## src/rtl/c64_bus_pkg.sv

```systemverilog
// rtl/c64_bus_pkg.sv - shared encodings for the C64 RAM bus arbiter
package c64_bus_pkg;

  // Arbitration state: CPU running, BA grace period, video owns phase 1
  typedef enum logic [1:0] {
    RUN   = 2'd0,
    STEAL = 2'd1,
    DMA   = 2'd2
  } arb_state_t;

  // Slot phase within one CPU bus cycle
  localparam logic PH_VID = 1'b0;
  localparam logic PH_CPU = 1'b1;

  // Full bus cycles between BA falling and AEC falling
  localparam int BA_DELAY_DEF = 3;

endpackage

```

## src/rtl/c64_ba_timer.sv

```systemverilog
// rtl/c64_ba_timer.sv - BA/AEC handshake timer and phase-1 grant decision
module c64_ba_timer
  import c64_bus_pkg::*;
#(
  parameter int BA_DELAY = BA_DELAY_DEF
) (
  input  logic clk,
  input  logic reset,
  input  logic step,     // high in the phase-0 slot: next edge enters phase 1
  input  logic dma_req,
  input  logic cpu_we,
  output logic cpu_go,   // CPU owns the coming phase-1 slot and advances
  output logic vid_go,   // video DMA owns the coming phase-1 slot
  output logic ba,
  output logic aec
);

  localparam int CW = (BA_DELAY > 1) ? $clog2(BA_DELAY) : 1;

  arb_state_t    state, state_d;
  logic [CW-1:0] cnt, cnt_d;
  logic          ba_d, aec_d;

  // State, grace counter and handshake lines advance once per bus cycle
  always_ff @(posedge clk or posedge reset) begin
    if (reset) begin
      state <= RUN;
      cnt   <= '0;
      ba    <= 1'b1;
      aec   <= 1'b1;
    end else if (step) begin
      state <= state_d;
      cnt   <= cnt_d;
      ba    <= ba_d;
      aec   <= aec_d;
    end
  end

  // Next state and grant for the upcoming phase-1 slot; writes may finish during the grace period
  always_comb begin
    state_d = state;
    cnt_d   = cnt;
    ba_d    = ba;
    aec_d   = aec;
    cpu_go  = 1'b0;
    vid_go  = 1'b0;
    case (state)
      RUN: begin
        cpu_go = 1'b1;
        if (dma_req) begin
          state_d = STEAL;
          ba_d    = 1'b0;
          cnt_d   = CW'(BA_DELAY - 1);
        end
      end
      STEAL: begin
        if (!dma_req) begin
          state_d = RUN;
          ba_d    = 1'b1;
          cpu_go  = 1'b1;
        end else if (cnt == '0) begin
          state_d = DMA;
          aec_d   = 1'b0;
          vid_go  = 1'b1;
        end else begin
          cnt_d  = cnt - 1'b1;
          cpu_go = cpu_we;
        end
      end
      DMA: begin
        if (!dma_req) begin
          state_d = RUN;
          ba_d    = 1'b1;
          aec_d   = 1'b1;
          cpu_go  = 1'b1;
        end else begin
          vid_go = 1'b1;
        end
      end
      default: begin
        state_d = RUN;
        ba_d    = 1'b1;
        aec_d   = 1'b1;
      end
    endcase
  end

endmodule

```

## src/rtl/c64_bus_arbiter.sv

```systemverilog
// rtl/c64_bus_arbiter.sv - two-slot RAM multiplexer between 6502 core and video fetch
module c64_bus_arbiter
  import c64_bus_pkg::*;
#(
  parameter int BA_DELAY = BA_DELAY_DEF,
  parameter int AW       = 16,
  parameter int DW       = 8
) (
  input  logic          clk,
  input  logic          reset,
  input  logic [AW-1:0] cpu_ab,
  input  logic [DW-1:0] cpu_do,
  input  logic          cpu_we,
  output logic [DW-1:0] cpu_di,
  output logic          cpu_ce,
  input  logic [AW-1:0] vid_ab,
  input  logic          vid_dma_req,
  output logic [DW-1:0] vid_data,
  output logic          vid_valid,
  output logic          vid_dma,
  output logic          ba,
  output logic          aec,
  output logic [AW-1:0] mem_addr,
  output logic [DW-1:0] mem_wdata,
  output logic          mem_we,
  input  logic [DW-1:0] mem_rdata
);

  logic phase;
  logic cpu_go, vid_go;
  logic slot_cpu_go;   // current/last phase-1 slot let the CPU advance
  logic slot_dma;      // current/last phase-1 slot was a video DMA fetch

  // The core reads straight off the RAM during its cpu_ce slot
  assign cpu_di = mem_rdata;

  c64_ba_timer #(
    .BA_DELAY(BA_DELAY)
  ) u_ba_timer (
    .clk    (clk),
    .reset  (reset),
    .step   (phase == PH_VID),
    .dma_req(vid_dma_req),
    .cpu_we (cpu_we),
    .cpu_go (cpu_go),
    .vid_go (vid_go),
    .ba     (ba),
    .aec    (aec)
  );

  // Slot sequencing: load the RAM port for the next slot and capture the previous slot's data
  always_ff @(posedge clk or posedge reset) begin
    if (reset) begin
      phase       <= PH_VID;
      slot_cpu_go <= 1'b0;
      slot_dma    <= 1'b0;
      mem_addr    <= '0;
      mem_wdata   <= '0;
      mem_we      <= 1'b0;
      cpu_ce      <= 1'b0;
      vid_data    <= '0;
      vid_valid   <= 1'b0;
      vid_dma     <= 1'b0;
    end else begin
      phase <= (phase == PH_VID) ? PH_CPU : PH_VID;
      if (phase == PH_VID) begin
        slot_cpu_go <= cpu_go;
        slot_dma    <= vid_go;
        cpu_ce      <= 1'b0;
        if (vid_go) begin
          mem_addr <= vid_ab;
          mem_we   <= 1'b0;
        end else begin
          // A stalled slot still presents cpu_ab but never writes
          mem_addr <= cpu_ab;
          mem_we   <= cpu_go & cpu_we;
          if (cpu_go) mem_wdata <= cpu_do;
        end
        vid_valid <= slot_dma;
        vid_dma   <= slot_dma;
        if (slot_dma) vid_data <= mem_rdata;
      end else begin
        mem_addr  <= vid_ab;
        mem_we    <= 1'b0;
        cpu_ce    <= slot_cpu_go;
        vid_data  <= mem_rdata;
        vid_valid <= 1'b1;
        vid_dma   <= 1'b0;
      end
    end
  end

endmodule

```

## config.mk

```make
export PLATFORM = sky130hd
export DESIGN_NAME = c64_bus_arbiter
export DESIGN_NICKNAME = d
export VERILOG_FILES = /design/src/rtl/c64_bus_pkg.sv /design/src/rtl/c64_ba_timer.sv /design/src/rtl/c64_bus_arbiter.sv
export SDC_FILE = /design/constraint.sdc
export NUM_CORES = 1
export LEC_CHECK = 0
export CAP_MARGIN = 15
export CORE_MARGIN = 2
export CORE_UTILIZATION = 62
export CTS_CLUSTER_SIZE = 20
export DETAILED_ROUTE_END_ITERATION = 8
export DONT_BUFFER_PORTS = 1
export PLACE_DENSITY = 0.88
export SKIP_CTS_REPAIR_TIMING = 1
export SLEW_MARGIN = 0
export SYNTH_ARGS = -nofsm -noshare
export SYNTH_HDL_FRONTEND = slang
export SYNTH_SLANG_ARGS = --single-unit
```

## constraint.sdc

```tcl
create_clock -name clk -period 2.4 [get_ports clk]
set_clock_uncertainty 0.2 [all_clocks]
set_input_delay 0 -clock clk [delete_from_list [all_inputs] [get_ports clk]]
set_output_delay 0 -clock clk [all_outputs]
set_load 0.01 [all_outputs]
```

; ---- Word level (Yosys, flattened, before mapping)
; Index checks and enable logic that the tools add are counted.
[word_totals]
out_inout_bits = 46
register_bits = 45
elab_cells = 71
input_bits = 52
[op_classes]
n_reduce_logical = 10
mux = 33
n_bitwise = 4
n_addsub = 1
eq_ne = 9
[op_table]
columns = operator, n
row1 = 2-to-1 mux 16 bit, 2
row2 = 2-to-1 mux 1 bit, 16
row3 = 2-to-1 mux 8 bit, 2
row4 = 2-to-1 mux 2 bit, 7
row5 = inequality test 2 bit (second input constant), 5
row6 = AND reduction 5 bit, 2
row7 = case mux 1 bit (3 select lines), 2
row8 = case mux 2 bit (3 select lines), 1
row9 = AND reduction 3 bit, 2
row10 = zero test 2 bit, 2
row11 = case mux 1 bit (2 select lines), 2
row12 = case mux 2 bit (2 select lines), 1
row13 = AND reduction 4 bit, 1
row14 = nonzero test 2 bit, 2
row15 = inequality test 3 x 2 -> 1 bit (second input constant), 1
row16 = inverter 1 bit, 3
row17 = == test 2 x 1 -> 1 bit (second input constant), 1
row18 = == test 2 bit (second input constant), 1
row19 = inequality test 2 x 1 -> 1 bit (second input constant), 1
row20 = OR reduction 2 bit, 1
row21 = subtractor 2 x 1 -> 2 bit (second input constant), 1
row22 = AND 1 bit, 1

; ---- Longest topological paths before layout
; Gate-level depths: netlist (run 1).
[depth]
depth_word = 7
mapped_depth = 7
ltp_nobuf = 6

; ---- Hierarchy
; Synthesis (run 1) repeated with hierarchy kept, for this count alone.
[hier_totals]
cells_unflattened = 144
hier_area_um2 = 1981.9
[by_module_without_submodules]
columns = mod, instances, area_per_inst_um2, cells_per_inst, seq_area_each_um2
row1 = c64_bus_arbiter, 1, 1505.2, 92, 975.9
row2 = c64_ba_timer, 1, 476.7, 52, 152.6

; ---- Worst setup path after synthesis (run 1)
; Ideal clock, no wire load.
[synth_path]
path_kind = reg2reg
startpoint = reg u_ba_timer.state[1]
endpoint = reg mem_addr[10]
path_stages_with_launch = 8
arrival_time_ps = 1694
setup_slack_ps = 381
required_ps = 2075
synth_period_minus_slack_ps = 2019
path_buffers = 1
cell_sequence = dfrtp_1 -> inv_1 -> ha_1 -> a21oi_1 -> nor2_4 -> nor2_4 -> buf_6 -> mux2_4
[synth_between]
elab_chain_cells = 4
word_cells_on_any_way = 5
cone_classes = eq/ne (2) / mux (3)
[synth_rtl]
columns = item, line
row1 = "start, declared", c64_ba_timer.sv:20  ; arb_state_t state, state_d;
row2 = "start signal, assigned", c64_ba_timer.sv:32  ; state <= state_d;
row3 = == test 2 bit or == test 2 x 1 -> 1 bit (tied branches), c64_ba_timer.sv:47  ; case (state)
row4 = case mux 1 bit (2 select lines) (*), c64_ba_timer.sv:47
row5 = 2-to-1 mux 16 bit (*), c64_bus_arbiter.sv:70  ; if (vid_go) begin
row6 = 2-to-1 mux 16 bit (*), c64_bus_arbiter.sv:66  ; if (phase == PH_VID) begin
row7 = "end signal, assigned", c64_bus_arbiter.sv:71  ; mem_addr <= vid_ab;
row8 = "end signal, assigned", c64_bus_arbiter.sv:75  ; mem_addr <= cpu_ab;
row9 = "end signal, assigned", c64_bus_arbiter.sv:83  ; mem_addr <= vid_ab;
row10 = "end, declared", c64_bus_arbiter.sv:23  ; output logic [AW-1:0] mem_addr,
; Mark *: on every way between the ends. The rest lies on a longest branch, timed or not.
; A chain may end at the register's enable or synchronous reset.

; ---- Worst setup path in the final report (run 1)
[layout_path]
startpoint = reg u_ba_timer.state[1]
endpoint = reg mem_wdata[5]
[layout_between]
elab_chain_cells = 4
word_cells_on_any_way = 7
cone_classes = eq/ne (2) / mux (2) / bitwise (1) / reduce/logical (2)
[layout_rtl]
columns = item, line
row1 = == test 2 bit or == test 2 x 1 -> 1 bit (tied branches), c64_ba_timer.sv:47
row2 = case mux 1 bit (2 select lines), c64_ba_timer.sv:47
row3 = inverter 1 bit (no source line), n/a
row4 = AND reduction 3 bit (no source line) (*), n/a
row5 = "end signal, assigned", c64_bus_arbiter.sv:77  ; if (cpu_go) mem_wdata <= cpu_do;
row6 = "end, declared", c64_bus_arbiter.sv:24  ; output logic [DW-1:0] mem_wdata,
; Marked as above.

==> reports/results.txt, run 1 <==
Setup TNS - 0 ns
CP Launch Type - flip-flop
Clk slew on worst S/H paths - 0.13 ns
Min Hold Slack - -0.01958 ns
Clk Latency, worst-skew pair - 0.36 ns
Synth async-reset ratio - 100.0%
WP buf/inv - 1
GPL Wtd Cong - 0.8135
DRT Pass-1 Iters - 4
Maximum vdd drop - 490.4 uV
Fmax - 443.4 MHz
Core box area - 0.003078 mm2
Crit path capture type - flip-flop
HPWL after detailed placement - 2.807 mm
CTS root buffer - clkbuf_4
Via-to-Cell Ratio - 5.724
# nets final - 251
Remaining DRCs - 0
Post-synth EDFFs - 0
CP top delay family - simple AND/OR/NAND/NOR gates
Max-Cap Viols - 0
Die height - 60.93 um
# diodes - 0
Cell Rows - 20
Post-route clock period utilization - 93.97%
Avg Cell Area, Syn - 13.95 um2
RSZ-0062 raised after global routing - no
Vias in the first global route - 1,153
Max incr delay on CP - 0.46 ns
LEAKAGE - 1.137 nW
Failing checks - hold timing
WP data arrival - 2.31 ns
Sequential-to-total area share from yosys stat - 56.16%
IO Port Bufs - 0
Largest cells by area after synthesis - dfrtp_1 (54%), mux2_4 (13%), mux2_2 (7.8%)
CTS tree - done
Initial Utilization - 65.28%
Leading area contributor after synthesis - dfrtp_1
Fillers - 156
Antenna violations before repair - 0
Hold crit path type - input pin to async pin
# IOs - 98
Post-route ant nets - 0
Synth Flop Type - dfrtp_1
Endpoints failing setup - 0
Pin count of the biggest net entering global routing - 27
First-pass GRT wire length - 5.340 mm
Number of H-tree levels - 2
GRT overflow - 0
Rel. slew slack - 39.76%
Cell Area, Synth - 0.002009 mm2
TritonCTS sink count - 45
Fin. Hold Viols - 15
P&R area growth vs syn - 28.27%
Synth Register Bits - 45
Most frequent cell after synthesis - dfrtp_1
Crit Path Category - flip-flop to flip-flop
DR iter-0 viols - 63
Via count - 1,368
Ys Warns - 0
Wirelength per Cell - 21.68 um
CP Cell Sequence - inv_1, ha_1, or2_1, o221ai_2, nor2_4, mux2_4
Most frequent cells after synthesis - dfrtp_1 (43), mux2_4 (18), mux2_2 (14)
Total CTS buffers - 5
Fin crit period - 2.255 ns
Status - finished with violations
Power Density - 803.1 mW/mm2
Die Width - 60.93 um
Actual slew at the worst max-slew pin - 0.8980 ns
Maximum root-to-sink buffer count - 2
Share of cells above drive strength 1 - 25.64%
Peak fanout along the critical path - 9
Slew Viols, Final - 0
Die area - 0.003712 mm2
Routed WL - 5.182 mm
GR Util All Layers - 20.15%
Net Count, Synth - 201
Synth unique cells - 33
Syn Inst Count - 144
Slowest-stage cell, CP - dfrtp_1
Synth top area share - 53.55%
Required @ worst endpoint - 2.46 ns
==> area by class of cell <==
type                       instances  area, um2  area share [%]
sequential                        45       1129           43.79
multi-input combinational         79      767.0           29.76
timing repair buffer              53      538.0           20.87
tap                               44      55.05           2.136
clock buffer                       6      41.29           1.602
inverter                          10      37.54           1.456
clock inverter                     2      10.01          0.3883
==> path summary, 6_finish.rpt <==
| check | from | end | slack [ns] | cells after the start |
|---|---|---|---|---|
| worst min register to register | slot_cpu_go | cpu_ce | 0.30 | 2 |
| min in group clk | vid_ab[14] | mem_addr[14] | 0.11 | 2 |
| worst max-delay path | u_ba_timer.state[1] | mem_wdata[5] | 0.14 | 6 |
| max in group asynchronous | reset | mem_wdata[4] | 1.31 | 3 |
| worst max register to register | u_ba_timer.state[1] | mem_wdata[5] | 0.14 | 6 |
| worst min-delay path | reset | u_ba_timer.state[1] | -0.02 | 2 |
==> power breakdown <==
group / total (W) / internal (W) / leakage [nW] / switching, W
clock network: 0.000357 / 0.000112 / 0.0320 / 0.000245
registers: 0.00117 / 0.000951 / 0.533 / 0.000219
logic: 0.000543 / 0.000273 / 0.573 / 0.000271
total: 0.00207 / 0.00134 / 1.14 / 0.000734
==> through the flow <==
| step | power [W] | utilization [%] | setup WS (ns) | instance area, um2 | std cells |
|---|---|---|---|---|---|
| floorplan | 0.001499 | - | 0.3808 | 2009 | 144 |
| global placement | 0.001563 | 65.49 | 0.3288 | 2016 | 180 |
| detailed placement | 0.001603 | 65.49 | 0.2601 | 2016 | 180 |
| CTS | 0.001934 | 67.15 | 0.2447 | 2067 | 188 |
| global route | 0.002169 | 83.74 | 0.05854 | 2577 | 239 |
| finish | 0.002070 | 83.74 | 0.1448 | 2577 | 239 |
==> placed cells by master (no fill, tap or decap), types with 2 or more instances in the layout <==
| cell type | instances |
|---|---|
| and2b_1 | 2 |
| clkinv_2 | 2 |
| nand2b_1 | 2 |
| dfstp_2 | 2 |
| ha_1 | 5 |
| a21oi_1 | 6 |
| dfrtp_1 | 43 |
| o22ai_1 | 2 |
| o21ai_0 | 4 |
| clkbuf_4 | 5 |
| nand2_1 | 5 |
| mux2_2 | 14 |
| nor2_1 | 2 |
| nor2_4 | 3 |
| mux2_4 | 18 |
| inv_1 | 9 |
| dlygate4sd3_1 | 51 |
==> sequential cells by signal, summed over array words and instances, names as in the netlist <==
signal,count
slot_dma,1
mem_we,1
mem_addr,16
u_ba_timer.cnt,2
u_ba_timer.state,2
vid_data,8
u_ba_timer.aec,1
mem_wdata,8
u_ba_timer.ba,1
phase,1
vid_valid,1
slot_cpu_go,1
vid_dma,1
cpu_ce,1
==> kinds of logic (layout without fill, tap and decap cells) <==
logic type | count (synthesis) | after routing | share of synthesized area [%]
compound gates | 21 | 21 | 7.037
fa+ha+maj | 5 | 5 | 3.113
buf+inv | 20 | 71 | 5.666
flops | 45 | 45 | 56.16
mux | 32 | 32 | 21.30
simple gates | 21 | 21 | 6.726
==> metal layers <==
metal / GRT usage [%] / part of all wire [%] / vias up
met5: 0 / 0 / -
met4: 9.938 / 3.3 / 0
met3: 6.610 / 7.9 / 15
met2: 34.56 / 58 / 92
met1: 22.45 / 31 / 670
li1: - / - / 591
(Power assumes the default switching activity.)
==> run 2, diff against run 1 <==
Settings changed: MAX_ROUTING_LAYER set to met4.
==> reports/results.txt, run 2 (synthesis results as in run 1) <==
Reg with most FFs - mem_addr
Most common cell after layout, fill and taps aside - dlygate4sd3_1
Reg area - 0.001129 mm2
Crit path capture type - flip-flop
Wirelength per Cell - 21.79 um
Placed cell areas - 0.002016 mm2
Via count - 1,393
WP data arrival - 2.32 ns
Sequential Power Share - 56.5%
CTS tree - done
Commonest non-fill, non-tap cells in the layout - dlygate4sd3_1 (51), dfrtp_1 (43), mux2_4 (18)
Maximum vdd drop - 490.9 uV
Crit Path Category - flip-flop to flip-flop
Remaining DRCs - 0
Fin util - 83.74%
Max-Cap Viols - 0
Cell Rows - 20
First-pass GRT wire length - 5.347 mm
Sw frac - 35.56%
IO Port Bufs - 0
GPL Wtd Cong - 0.8256
Total CTS buffers - 5
Maximum root-to-sink buffer count - 2
Number of H-tree levels - 2
Rel. slew slack - 39.53%
Global-route track usage on met2 - 34.41%
Global Route met3 Usage - 6.397%
Int Power - 0.001336 W
GRT overflow - 0
Clk Latency, worst-skew pair - 0.36 ns
DP Worst Slack - 0.2601 ns
Min Hold Slack - -0.02683 ns
Endpoints failing setup - 0
Regs by FF count - mem_addr: 16 flops, mem_wdata: 8 flops, vid_data: 8 flops
Initial Utilization - 65.28%
Fin. Hold Viols - 23
Met1 Track Usage GR - 23.00%
Fmax - 442.6 MHz
Share of cells above drive strength 1 - 25.64%
Comb pwr share - 26.1%
Die area - 0.003712 mm2
Multi-input logic area - 767.0 um2
CTS root buffer - clkbuf_4
# IOs - 98
Power Density - 804.3 mW/mm2
HPWL after detailed placement - 2.807 mm
Fillers - 156
Core box area - 0.003078 mm2
Die Width - 60.93 um
Slew Viols, Final - 0
Final WS setup - 0.1405 ns
Psw - 0.0007373 W
Hold crit path type - input pin to async pin
CP Launch Type - flip-flop
GR Util All Layers - 20.89%
# diodes - 0
Failing checks - hold timing
LEAKAGE - 1.137 nW
Routed WL - 5.209 mm
Setup TNS - 0 ns
Post-route ant nets - 0
Fin crit period - 2.260 ns
DR iter-0 viols - 65
Die height - 60.93 um
Required @ worst endpoint - 2.46 ns
# nets final - 251
Peak fanout along the critical path - 9
Busiest grt layer - met2
RSZ-0062 raised after global routing - no
DRT Pass-1 Iters - 4
Status - finished with violations
Via-to-Cell Ratio - 5.828
Antenna violations before repair - 0
Vias in the first global route - 1,154
Post-route clock period utilization - 94.15%
Clk slew on worst S/H paths - 0.13 ns
Max FFs per register - 16
Actual slew at the worst max-slew pin - 0.9014 ns
Clock power frac - 17.3%
P&R area growth vs syn - 28.27%
Pin count of the biggest net entering global routing - 27
TritonCTS sink count - 45
Post-layout instance area - 0.002577 mm2
[run 2: cell counts in the layout (fill, tap and decap cells not counted)]
No cell type changed its count.
[run 2: final timing paths]
kind / start / end / slack (ns) / cells past startpoint
worst min register to register: slot_cpu_go / cpu_ce / 0.30 / 2
worst min-delay path: reset / u_ba_timer.state[1] / -0.03 / 2
worst max-delay path: u_ba_timer.state[1] / mem_wdata[5] / 0.14 / 6
max in group asynchronous: reset / mem_wdata[4] / 1.31 / 3
worst max register to register: u_ba_timer.state[1] / mem_wdata[5] / 0.14 / 6
min in group clk: vid_ab[14] / mem_addr[14] / 0.11 / 2
[run 2: critical path, cell delays in order, from the launching register on]
cell and delay, ns:
dfrtp_1 0.45, inv_1 0.12, ha_1 0.29, a21oi_1 0.36, nor2_4 0.08, nor2_4 0.30, mux2_4 0.34
[run 2: power by group through the flow]
stage | combinational, W | clock (W) | sequential, W
2_1_floorplan | 0.000372 | 0 | 0.00113
3_3_place_gp | 0.000398 | 0 | 0.00116
3_5_place_dp | 0.000433 | 0 | 0.00117
4_1_cts | 0.000432 | 0.000343 | 0.00116
5_1_grt | 0.000584 | 0.000393 | 0.00119
6_report | 0.000542 | 0.000359 | 0.00117
[run 2: routing by layer]
| metal | routed length [um] | up-vias |
|---|---|---|
| met5 | 0 | - |
| met4 | 177 | 0 |
| met3 | 356 | 17 |
| met2 | 3029 | 101 |
| met1 | 1646 | 687 |
| li1 | - | 588 |
[run 2: cell type report]
class                   instances  area share [%]
clock inverters                 2          0.3883
well taps                      44           2.136
clock buffers                   6           1.602
flip-flops and latches         45           43.79
repair buffers                 53           20.87
multi-input cells              79           29.76
inverters                      10           1.456
[run 2: stage by stage]
step                      total power (W)  instances
after detailed placement         0.001603        180
after global placement           0.001563        180
after global routing             0.002167        239
after CTS                        0.001934        188
after floorplan                  0.001499        144
final                            0.002073        239
==> run 3, diff against run 2 <==
--- a/config.mk
+++ b/config.mk
@@ -13,3 +13,2 @@
 export DONT_BUFFER_PORTS = 1
-export MAX_ROUTING_LAYER = met4
 export PLACE_DENSITY = 0.88
==> constraint.sdc (replaced) <==
create_clock -name clk -period 2.4 [get_ports clk]
set_clock_uncertainty 0.2 [all_clocks]
set_input_delay 0.24 -clock clk [delete_from_list [all_inputs] [get_ports clk]]
set_output_delay 0.24 -clock clk [all_outputs]
set_load 0.01 [all_outputs]
==> reports/results.txt, run 3 (synthesis results as in run 1) <==
Status - finished, final reports clean
Max incr delay on CP - 0.46 ns
Cell Rows - 20
Int Power - 0.001470 W
Fin. Hold Viols - 0
Share of cells above drive strength 1 - 26.53%
Hold EP - u_ba_timer.cnt[1]
RSZ-0062 raised after global routing - no
Rel. slew slack - 35.34%
Total CTS buffers - 5
Worst Hold Depth - 3
Clock power frac - 22.8%
Commonest non-fill, non-tap cells in the layout - dlygate4sd3_1 (51), dfrtp_1 (43), mux2_4 (18)
Clk slew on worst S/H paths - 0.13 ns
Endpoints failing setup - 0
CP top delay family - simple AND/OR/NAND/NOR gates
Post-route clock period utilization - 94.28%
Reg with most FFs - mem_addr
Maximum vdd drop - 558.5 uV
DRT Pass-1 Iters - 4
DR iter-0 viols - 91
# nets final - 252
P&R area growth vs syn - 30.51%
CP Cell Sequence - inv_1, ha_1, or2_1, o221ai_2, nor2_4, mux2_4
Final WS setup - 0.1372 ns
Crit path capture type - flip-flop
Routed WL - 5.097 mm
Hold_sp - vid_dma_req
Antenna violations before repair - 0
Die Width - 60.93 um
Max-Cap Viols - 0
Remaining DRCs - 0
First-pass GRT wire length - 5.154 mm
CP Launch Type - flip-flop
Vias in the first global route - 1,182
Max FFs per register - 16
Via count - 1,357
Fin crit period - 2.263 ns
Power Density - 836.8 mW/mm2
Initial Utilization - 65.28%
Post-route ant nets - 0
GR Util All Layers - 20.03%
Setup TNS - 0 ns
LEAKAGE - 1.154 nW
Fmax - 441.9 MHz
HPWL after detailed placement - 2.758 mm
Most common cell after layout, fill and taps aside - dlygate4sd3_1
Die area - 0.003712 mm2
Number of H-tree levels - 2
Reg2reg start - u_ba_timer.state[1]
Required @ worst endpoint - 2.47 ns
WP data arrival - 2.33 ns
Reg2Reg Depth - 6
Reg-to-Reg End - mem_wdata[7]
Via-to-Cell Ratio - 5.654
Clk Latency, worst-skew pair - 0.37 ns
GPL Wtd Cong - 0.9289
Actual slew at the worst max-slew pin - 0.9640 ns
Core box area - 0.003078 mm2
WP buf/inv - 1
IO Port Bufs - 0
# diodes - 0
TritonCTS sink count - 45
Maximum root-to-sink buffer count - 2
Regs by FF count - mem_addr: 16 flops, mem_wdata: 8 flops, vid_data: 8 flops
Crit Path Category - flip-flop to flip-flop
Pin count of the biggest net entering global routing - 29
CTS root buffer - clkbuf_4
Comb pwr share - 23.8%
# IOs - 98
CTS tree - done
Sw frac - 33.00%
Wirelength per Cell - 21.24 um
Sequential Power Share - 53.5%
Peak fanout along the critical path - 9
Hold crit path type - input pin to flip-flop
Slew Viols, Final - 0
Critical Path Stages - 6
DP Worst Slack - 0.2544 ns
GRT overflow - 0
Worst reg-to-reg setup slack - 0.14 ns
Psw - 0.0007242 W
Die height - 60.93 um
Slowest-stage cell, CP - dfrtp_1
==> run 3: worst min-delay path, stage by stage <==
cell and delay [ns]:
o21bai_1 0.08, o22ai_1 0.14, a22oi_1 0.08
==> run 3: worst max-delay path by stage <==
| stage | start | to | slack [ns] |
|---|---|---|---|
| final | u_ba_timer.state[1] | mem_wdata[7] | 0.14 |
| after global routing | u_ba_timer.state[1] | mem_wdata[7] | 0.06 |
| after CTS | u_ba_timer.state[1] | mem_wdata[1] | 0.23 |
| after detailed placement | u_ba_timer.state[0] | mem_wdata[1] | 0.25 |
| after global placement | u_ba_timer.state[0] | mem_wdata[1] | 0.32 |
| after floorplan | u_ba_timer.state[1] | mem_addr[10] | 0.38 |
==> run 3: metal layers <==
| metal | share of wire [%] | up-vias | global-route usage, % |
|---|---|---|---|
| met5 | 0 | - | 0 |
| met4 | 2.7 | 0 | 10.25 |
| met3 | 6.9 | 12 | 10.02 |
| met2 | 56 | 79 | 33.33 |
| met1 | 34 | 679 | 20.83 |
| li1 | - | 587 | - |
==> run 3: cell type report <==
cell class	instances	area, um2
clock buffer	6	51.30
clock inverter	2	37.54
fill	142	455.4
inverter	10	37.54
multi-input combinational	79	767.0
sequential	45	1129
tap	44	55.05
timing repair buffer	54	545.5
==> run 3: per-stage QoR <==
step	std cells	power (W)	area [um2]	utilization (%)	hold WS [ns]
floorplan	144	0.001499	2009	-	0.1820
global placement	181	0.001566	2023	65.73	0.03838
detailed placement	181	0.001598	2023	65.73	0.04942
CTS	189	0.002077	2112	68.62	-0.3491
global route	240	0.002309	2623	85.20	0.007080
finish	240	0.002195	2623	85.20	0.006334
==> run 3: power by group through the flow <==
stage | registers (W) | clock network, W | logic, W
finish | 0.00117 | 0.000499 | 0.000522
global placement | 0.00117 | 0 | 0.000399
global route | 0.00119 | 0.000543 | 0.000574
CTS | 0.00116 | 0.000490 | 0.000430
detailed placement | 0.00117 | 0 | 0.000429
floorplan | 0.00113 | 0 | 0.000372
